[src/rtl/pipe_trace_buffer_pkg.sv]
// rtl/pipe_trace_buffer_pkg.sv - shared state and trigger-mode encodings for the trace buffer
package pipe_trace_buffer_pkg;

  typedef enum logic [1:0] {
    ST_IDLE  = 2'd0,
    ST_ARMED = 2'd1,
    ST_POST  = 2'd2,
    ST_DONE  = 2'd3
  } state_t;

  localparam logic [1:0] TRIG_FORCE    = 2'd0;
  localparam logic [1:0] TRIG_ADDR     = 2'd1;
  localparam logic [1:0] TRIG_IRQ_EDGE = 2'd2;
  localparam logic [1:0] TRIG_ADDR_IRQ = 2'd3;

endpackage

[src/rtl/pipe_trace_buffer_trace_ram.sv]
// rtl/pipe_trace_buffer_trace_ram.sv - sample store with one write port and a registered read port
module trace_ram #(
  parameter int WIDTH = 64,
  parameter int DEPTH = 16,
  localparam int AW = $clog2(DEPTH)
) (
  input  logic             clk,
  input  logic             reset,
  input  logic             wr_en,
  input  logic [AW-1:0]    wr_addr,
  input  logic [WIDTH-1:0] wr_data,
  input  logic             rd_en,
  input  logic [AW-1:0]    rd_addr,
  output logic [WIDTH-1:0] rd_data
);

  logic [WIDTH-1:0] mem [DEPTH];

  always_ff @(posedge clk) begin
    if (wr_en) mem[wr_addr] <= wr_data;
  end

  // Output register is reset so a popped word never survives an abort.
  always_ff @(posedge clk or negedge reset) begin
    if (!reset)     rd_data <= '0;
    else if (rd_en) rd_data <= mem[rd_addr];
  end

endmodule

[src/rtl/pipe_trace_buffer.sv]
// rtl/pipe_trace_buffer.sv - circular multi-channel pipeline trace capture with trigger and oldest-first readout
module pipe_trace_buffer
  import pipe_trace_buffer_pkg::*;
#(
  parameter int DATA_W = 16,
  parameter int NUM_CH = 4,
  parameter int DEPTH  = 16,
  localparam int AW = $clog2(DEPTH),
  localparam int CW = $clog2(DEPTH + 1),
  localparam int SW = NUM_CH * DATA_W
) (
  input  logic          clk,
  input  logic          reset,
  input  logic          arm,
  input  logic [1:0]    trig_mode,
  input  logic          trig_force,
  input  logic [15:0]   trig_addr,
  input  logic [AW-1:0] post_count,
  input  logic [15:0]   current_address,
  input  logic          interrupt,
  input  logic [SW-1:0] ch_data,
  input  logic          rd_req,
  output logic [SW-1:0] rd_data,
  output logic          rd_valid,
  output logic [1:0]    state,
  output logic [CW-1:0] count,
  output logic [AW-1:0] trig_index,
  output logic          triggered
);

  state_t        st, st_next;
  logic [AW-1:0] wr_ptr, post_left, trig_lim, trig_pos, rd_ptr;
  logic [CW-1:0] count_q, count_inc;
  logic          trig_q, irq_q, rd_valid_q;
  logic          trig_hit, capture, pop;

  always_comb begin
    trig_hit = 1'b0;
    case (trig_mode)
      TRIG_FORCE:    trig_hit = trig_force;
      TRIG_ADDR:     trig_hit = (current_address == trig_addr);
      TRIG_IRQ_EDGE: trig_hit = interrupt && !irq_q;
      TRIG_ADDR_IRQ: trig_hit = (current_address == trig_addr) && interrupt;
      default:       trig_hit = 1'b0;
    endcase
  end

  assign count_inc = (count_q == CW'(DEPTH)) ? count_q : count_q + CW'(1);
  // Clamp keeps the trigger sample inside the window once post samples land.
  assign trig_lim  = AW'(DEPTH - 1) - post_count;
  assign trig_pos  = (count_q > CW'(trig_lim)) ? trig_lim : count_q[AW-1:0];
  assign rd_ptr    = wr_ptr - count_q[AW-1:0];

  always_ff @(posedge clk or negedge reset) begin
    if (!reset) st <= ST_IDLE;
    else        st <= st_next;
  end

  always_comb begin
    st_next = st;
    capture = 1'b0;
    pop     = 1'b0;
    if (arm) begin
      st_next = ST_ARMED;
    end else begin
      case (st)
        ST_ARMED: begin
          capture = 1'b1;
          if (trig_hit) st_next = (post_count == '0) ? ST_DONE : ST_POST;
        end
        ST_POST: begin
          capture = 1'b1;
          if (post_left == AW'(1)) st_next = ST_DONE;
        end
        ST_DONE: pop = rd_req && (count_q != '0);
        default: ;
      endcase
    end
  end

  always_ff @(posedge clk or negedge reset) begin
    if (!reset) begin
      wr_ptr     <= '0;
      post_left  <= '0;
      count_q    <= '0;
      trig_index <= '0;
      trig_q     <= 1'b0;
      irq_q      <= 1'b0;
      rd_valid_q <= 1'b0;
    end else begin
      irq_q      <= interrupt;
      rd_valid_q <= pop;
      if (arm) begin
        count_q    <= '0;
        trig_q     <= 1'b0;
        trig_index <= '0;
        post_left  <= '0;
      end else begin
        if (capture) begin
          wr_ptr  <= wr_ptr + AW'(1);
          count_q <= count_inc;
        end
        if (st == ST_ARMED && trig_hit) begin
          trig_q     <= 1'b1;
          trig_index <= trig_pos;
          post_left  <= post_count;
        end
        if (st == ST_POST) post_left <= post_left - AW'(1);
        if (pop) count_q <= count_q - CW'(1);
      end
    end
  end

  trace_ram #(.WIDTH(SW), .DEPTH(DEPTH)) u_ram (
    .clk     (clk),
    .reset   (reset),
    .wr_en   (capture),
    .wr_addr (wr_ptr),
    .wr_data (ch_data),
    .rd_en   (pop),
    .rd_addr (rd_ptr),
    .rd_data (rd_data)
  );

  assign state     = st;
  assign count     = count_q;
  assign triggered = trig_q;
  assign rd_valid  = rd_valid_q;

endmodule
[config.mk]
export PLATFORM = sky130hd
export DESIGN_NAME = pipe_trace_buffer
export DESIGN_NICKNAME = d
export VERILOG_FILES = /design/src/rtl/pipe_trace_buffer_pkg.sv /design/src/rtl/pipe_trace_buffer_trace_ram.sv /design/src/rtl/pipe_trace_buffer.sv
export SDC_FILE = /design/constraint.sdc
export NUM_CORES = 1
export LEC_CHECK = 0
export BUFFER_PORTS_ARGS = -buffer_cell sky130_fd_sc_hd__buf_2
export CAP_MARGIN = 10
export CORE_MARGIN = 8
export CORE_UTILIZATION = 23
export DETAILED_ROUTE_END_ITERATION = 8
export PLACE_DENSITY = 0.35
export SYNTH_ARGS = -nofsm -noshare
export SYNTH_HDL_FRONTEND = slang
export SYNTH_SLANG_ARGS = --single-unit
export TNS_END_PERCENT = 1
[constraint.sdc]
create_clock -name clk -period 7.3 [get_ports clk]
set_clock_uncertainty 0.05 [all_clocks]
set_input_delay 1.095 -clock clk [delete_from_list [all_inputs] [get_ports clk]]
set_output_delay 1.095 -clock clk [all_outputs]
set_load 0.01 [all_outputs]
## Word-level counts from Yosys, hierarchy flattened

Memory sizes are Yosys's and may differ from the RTL's. A register that Yosys moved wholly into a read port is not among the register bits.
Cells that the tools add are included.

- Flip-flop bits (word level): 22
- Memory bits (writable): 1024
- Logic and storage cells: 70
- Memories kept: 1

Memory list:

| name | words | bits a word | read ports | clocked after Yosys merged registers in | write ports | line | text |
|---|---|---|---|---|---|---|---|
| u_ram.mem | 16 | 64 | 1 | 1 | 1 | pipe_trace_buffer_trace_ram.sv:17 | `logic [WIDTH-1:0] mem [DEPTH];` |

- Add/subtract/negate cells: 6
- Order comparisons: 1
- Equality and inequality tests: 12
- Muxes and demuxes: 24
- Bitwise logic cells: 1
- Reduce and logical (&&, ||, !) cells: 17

Operator list:

| cell | number |
|---|---|
| 4-bit two-way mux | 6 |
| 5-bit two-way mux | 4 |
| 16-bit equality test | 1 |
| 1-bit two-way mux | 9 |
| 3-bit != test, second input constant | 3 |
| 3-bit nonzero test | 3 |
| 2-bit equality test, second input constant | 4 |
| 2-bit two-way mux | 3 |
| 5-bit by 1-bit adder with 5-bit output, second input constant | 1 |
| 5-bit equality test, second input constant | 1 |
| 5-bit by 4-bit greater-than comparator with 1-bit output | 1 |
| 5-bit nonzero test | 1 |
| 5-bit by 1-bit subtractor with 5-bit output, second input constant | 1 |
| 4-bit by 1-bit adder with 4-bit output, second input constant | 1 |
| 2-bit by 1-bit equality test with 1-bit output, second input constant | 2 |
| 4-bit by 1-bit equality test with 1-bit output, second input constant | 1 |
| 1-bit logical AND | 4 |
| 4-bit zero test | 1 |
| 1-bit case mux with 4 select lines | 1 |
| 2-bit case mux with 2 select lines | 1 |
| 2-bit AND reduction | 2 |
| 4-bit by 1-bit subtractor with 4-bit output, second input constant | 1 |
| 4-bit subtractor | 1 |
| 4-bit subtractor, first input constant | 1 |
| 6 further kinds | 7 |

## Depth between registers and ports, before layout

- Word-level depth: 7
- Depth in mapped cells: 13

## Modules after synthesis

A second synthesis with hierarchy kept.

- Cell total of the unflattened synthesis: 1908
- Area, all modules: 42723.5 um2

By module, submodules not included:

| module | instances | cells an instance | area each (um2) | sequential area each (um2) |
|---|---|---|---|---|
| trace_ram | 1 | 1726 | 41061.9 | 32351.0 |
| pipe_trace_buffer | 1 | 182 | 1661.6 | 550.5 |

## Worst setup path before layout

No wires, ideal clock.

- Path type: input -> register
- Start point: input arm
- End point: memory u_ram.mem[1][0] (enable)
- Data arrival time: 7.451 ns
- Data required time: 6.606 ns
- Setup slack: -0.845 ns
- Cell stages on the path: 2
- Path through: clkbuf_1 -> nor4_1

- Longest elaborated chain between the ends: 3

RTL lines:

| what | line | text |
|---|---|---|
| from (decl) | pipe_trace_buffer.sv:14 | `input logic arm,` |
| 1-bit two-way mux | pipe_trace_buffer.sv:63 | `if (arm) begin` |
| 1-bit two-way mux | pipe_trace_buffer_trace_ram.sv:20 | `if (wr_en) mem[wr_addr] <= wr_data;` |
| 1-bit two-way mux (not written as such) | pipe_trace_buffer_trace_ram.sv:20 |  |
| to (decl) | pipe_trace_buffer_trace_ram.sv:17 |  |

Every way passes these cells.

## Final worst setup path

- Start point: register wr_ptr[0]
- End point: register u_ram.rd_data[21], read port of u_ram.mem

- Longest elaborated chain between the ends: 1

RTL lines:

| what | line | text |
|---|---|---|
| from (decl) | pipe_trace_buffer.sv:32 | `logic [AW-1:0] wr_ptr, post_left, trig_lim, trig_pos, rd_ptr;` |
| from (signal assigned) | pipe_trace_buffer.sv:100 | `wr_ptr <= wr_ptr + AW'(1);` |
| 4-bit subtractor | pipe_trace_buffer.sv:52 | `assign rd_ptr = wr_ptr - count_q[AW-1:0];` |
| to (decl) | pipe_trace_buffer_trace_ram.sv:14 | `output logic [WIDTH-1:0] rd_data` |

Every way passes these cells.
A chain may end at the register's enable or synchronous reset.

==> results by group <==
Route
  • Final Routed Wirelength: 122000 um
  • # DRC: 0
  • Final antenna-violating net count: 0
  • Wire per inst: 24.7 um
  • Vias after detailed routing: 21222
  • Number of vias per cell: 4.28
  • Iteration count of the initial detailed-routing pass: 5
  • 1st-iter DRT viols: 1284

Logic synthesis
  • Share of Yosys cell area claimed by the top area cell type: 70.9%
  • Top flip-flop cell by instance count after synthesis: edfxtp_1
  • FF+latch count, synth: 1110
  • Most frequent cells after synthesis: edfxtp_1 (1024), mux4_2 (256), nand2_1 (204)
  • Per-instance average area after synthesis: between 20 and 25 um2
  • Synthesized net count: 2246
  • Cell area after synthesis: between 40000 and 50000 um2
  • Main area contributors after synthesis: edfxtp_1 (71%), mux4_2 (13%), dfrtp_1 (5.0%)
  • EDFF count, synth: 1024
  • Mapped Cells: approximately 2100
  • Fraction of registers with async set or reset after synthesis: 7.75%
  • Number of distinct library cells after synthesis: between 40 and 50
  • Number of warnings issued by yosys: 0
  • Fraction of the yosys area taken by sequential cells: 75.9%
  • Leading area contributor after synthesis: edfxtp_1
  • Cell with the most instances after synthesis: edfxtp_1

STA
  • Slew Limit Headroom: 26.3%
  • FMAX: 0.241 GHz
  • Period utilization: a little under three fifths
  • Total Neg Setup Slack: 0 ns
  • RSZ-0062 raised after global routing: no
  • Final setup violation count: 0
  • Post-layout min period: 4.15 ns
  • Worst slew pin tran: 1.10 ns
  • Final Max Slew Viols: 0
  • Count of final hold-check violations: 0

Floorplanning
  • Die Height: 450 um
  • Die span in x: 450 um
  • Std-Cell Rows: 159
  • Die Outline Area: 203000 um2
  • Effective utilization at floorplan: 23.1%
  • Boundary Pins: 185
  • Area of the core: 188000 um2

Cells and area
  • Share of post-route cells with drive strength above 1: between 20% and 30%
  • Area growth syn-to-layout: 18.6%
  • Non-filler cells in the finished layout: 4962
  • Final core utilization: 27.4%
  • Post-layout nets: 2493

Clock network
  • Clk root buf: clkbuf_16
  • Clock Sink Count: 1110
  • Post CTS Setup Buffer Count: 0
  • Number of buffers created by CTS: approximately 130
  • Number of resized instances in the post-cts repair step: 0
  • Clock transition at the register clock pins on the worst setup and hold paths after CTS: ~0.06 ns
  • CTS tree: done
  • Post-CTS Hold Fix Bufs: 0
  • Number of buffers on the longest clock path: 3
  • Worst-skew pair later-pin latency: 0.74 ns
  • Deepest level of the CTS H-tree: 4

Setup path
  • Type of destination of the critical path: register
  • CP Max Fanout: 53
  • Data arrival time at the worst-slack endpoint: 4.70 ns
  • Path type of the worst setup path: register to register
  • Startpoint kind of the worst setup timing path: register
  • Required time worst endpoint: 7.84 ns
  • Count of cells along the worst register-to-register path: 8

Global route
  • Overall routing resource usage: 11.9%
  • Initial antenna violation count: 23
  • Largest net degree at the start of global routing: 133
  • Number of global-route vias before repair: between 20000 and 25000
  • Total gr overflow: 0
  • First-pass GRT wire length: approximately 180000 um

Placement
  • DPL Wire Length: 62800 um
  • Final estimated routing congestion in global placement: 0.666
  • Cell Count Post-Placement: 4725
  • Port-buffer cells: 184

Power
  • VDD IR max: 0.782 mV
  • Leakage component of the power: about 17 nW
  • Pwr dens: 472 nW/um2

Min path
  • Path class of the lowest-slack min-delay path: primary input to async pin

Run
  • Reported max-cap violation count: 0

Run status
  • Run status: finished clean
-- path summary, 6_finish.rpt --
check	endpoint	startpoint	slack (ns)
hold / removal	u_ram.rd_data[27]$_DFFE_PN0P_	reset	0.30
setup / recovery	u_ram.rd_data[21]$_DFFE_PN0P_	wr_ptr[0]$_DFFE_PN0P_	3.15
setup reg to reg	u_ram.rd_data[21]$_DFFE_PN0P_	wr_ptr[0]$_DFFE_PN0P_	3.15
max in group asynchronous	u_ram.rd_data[29]$_DFFE_PN0P_	reset	5.50
hold reg to reg	u_ram.rd_data[8]$_DFFE_PN0P_	u_ram.rd_data[8]$_DFFE_PN0P_	0.43
min in group clk	u_ram.rd_data[8]$_DFFE_PN0P_	u_ram.rd_data[8]$_DFFE_PN0P_	0.43
-- logic make-up (layout without fill, tap and decap cells) --
family                     count (synthesis)  after routing  share of synthesized area, %
AOI/OAI and AO/OA                        163            163                          3.36
xor gates and xnor gates                  26             26                         0.525
adders and majority gates                 21             21                         0.641
buffers and inverters                    142            489                          1.73
DFF                                     1110           1110                          75.9
muxes                                    267            267                          13.6
other                                      0              3                             0
and+or+nand+nor                          388            388                          4.32
-- worst max-delay path, stage by stage, from the launching register on --
cell and delay [ns]:
dfrtp_1 0.37, inv_1 0.14, ha_4 0.19, fa_4 1.37, buf_4 0.87, mux4_2 0.40
and2_1 0.16, a211oi_1 0.25, o31ai_1 0.12
-- area by class of cell --
class,count,area [um2]
Fill cell,18636,136000
Sequential cell,1110,32900
Multi-Input combinational cell,865,9870
Clock buffer,188,3660
Tap cell,2495,3120
Timing Repair Buffer,231,1380
Clock inverter,46,384
Inverter,24,90.1
Antenna cell,3,7.51
-- per-layer routing --
layer	routed length, um	up-vias	GRT usage, %
li1	-	9098	-
met1	51800	11575	14.6
met2	64000	341	21.5
met3	3930	200	2.23
met4	2670	8	3.13
met5	54	-	0
-- power by group --
| part | total (W) | internal (W) | switching, W |
|---|---|---|---|
| combinational | 0.0100 | 0.00421 | 0.00584 |
| clock | 0.00622 | 0.00369 | 0.00254 |
| sequential | 0.00799 | 0.00765 | 0.000342 |
| total | 0.0243 | 0.0155 | 0.00872 |
-- flip-flops by register name (all words and copies together), names as in the netlist, 2 cells and up --
signal and flops:
u_ram.mem 1024, u_ram.rd_data 64, count 5, post_left 4, trig_index 4, wr_ptr 4, state 2
-- placed cells by master, fill, tap and decap left out, drive strengths merged, types with 4 or more instances in the layout --
master and count:
ha 19, edfxtp 1024, o21ai 7, and2 64, nor3 11, and3 64
mux2i 11, dfrtp 86, a21oi 12, nand3 4, o31ai 64, nand2b 7
a21o 4, bufinv 6, nor4 4, xnor2 19, clkinv 34, nand2 204
mux4 256, buf 231, xor2 7, clkbuf 188, a211oi 65, inv 28
nor2 19
-- metrics by stage --
stage | setup slack, ns | hold WS (ns) | instance area [um2] | total power [W]
floorplan | 0.253 | 0.462 | 43400 | 0.0153
global placement | 2.95 | 0.418 | 47400 | 0.0186
detailed placement | 3.09 | 0.424 | 47400 | 0.0187
CTS | 3.11 | 0.257 | 51400 | 0.0250
global route | 2.97 | 0.284 | 51400 | 0.0258
finish | 3.15 | 0.297 | 51400 | 0.0243
No activity file was read; power rests on OpenSTA's default activity.
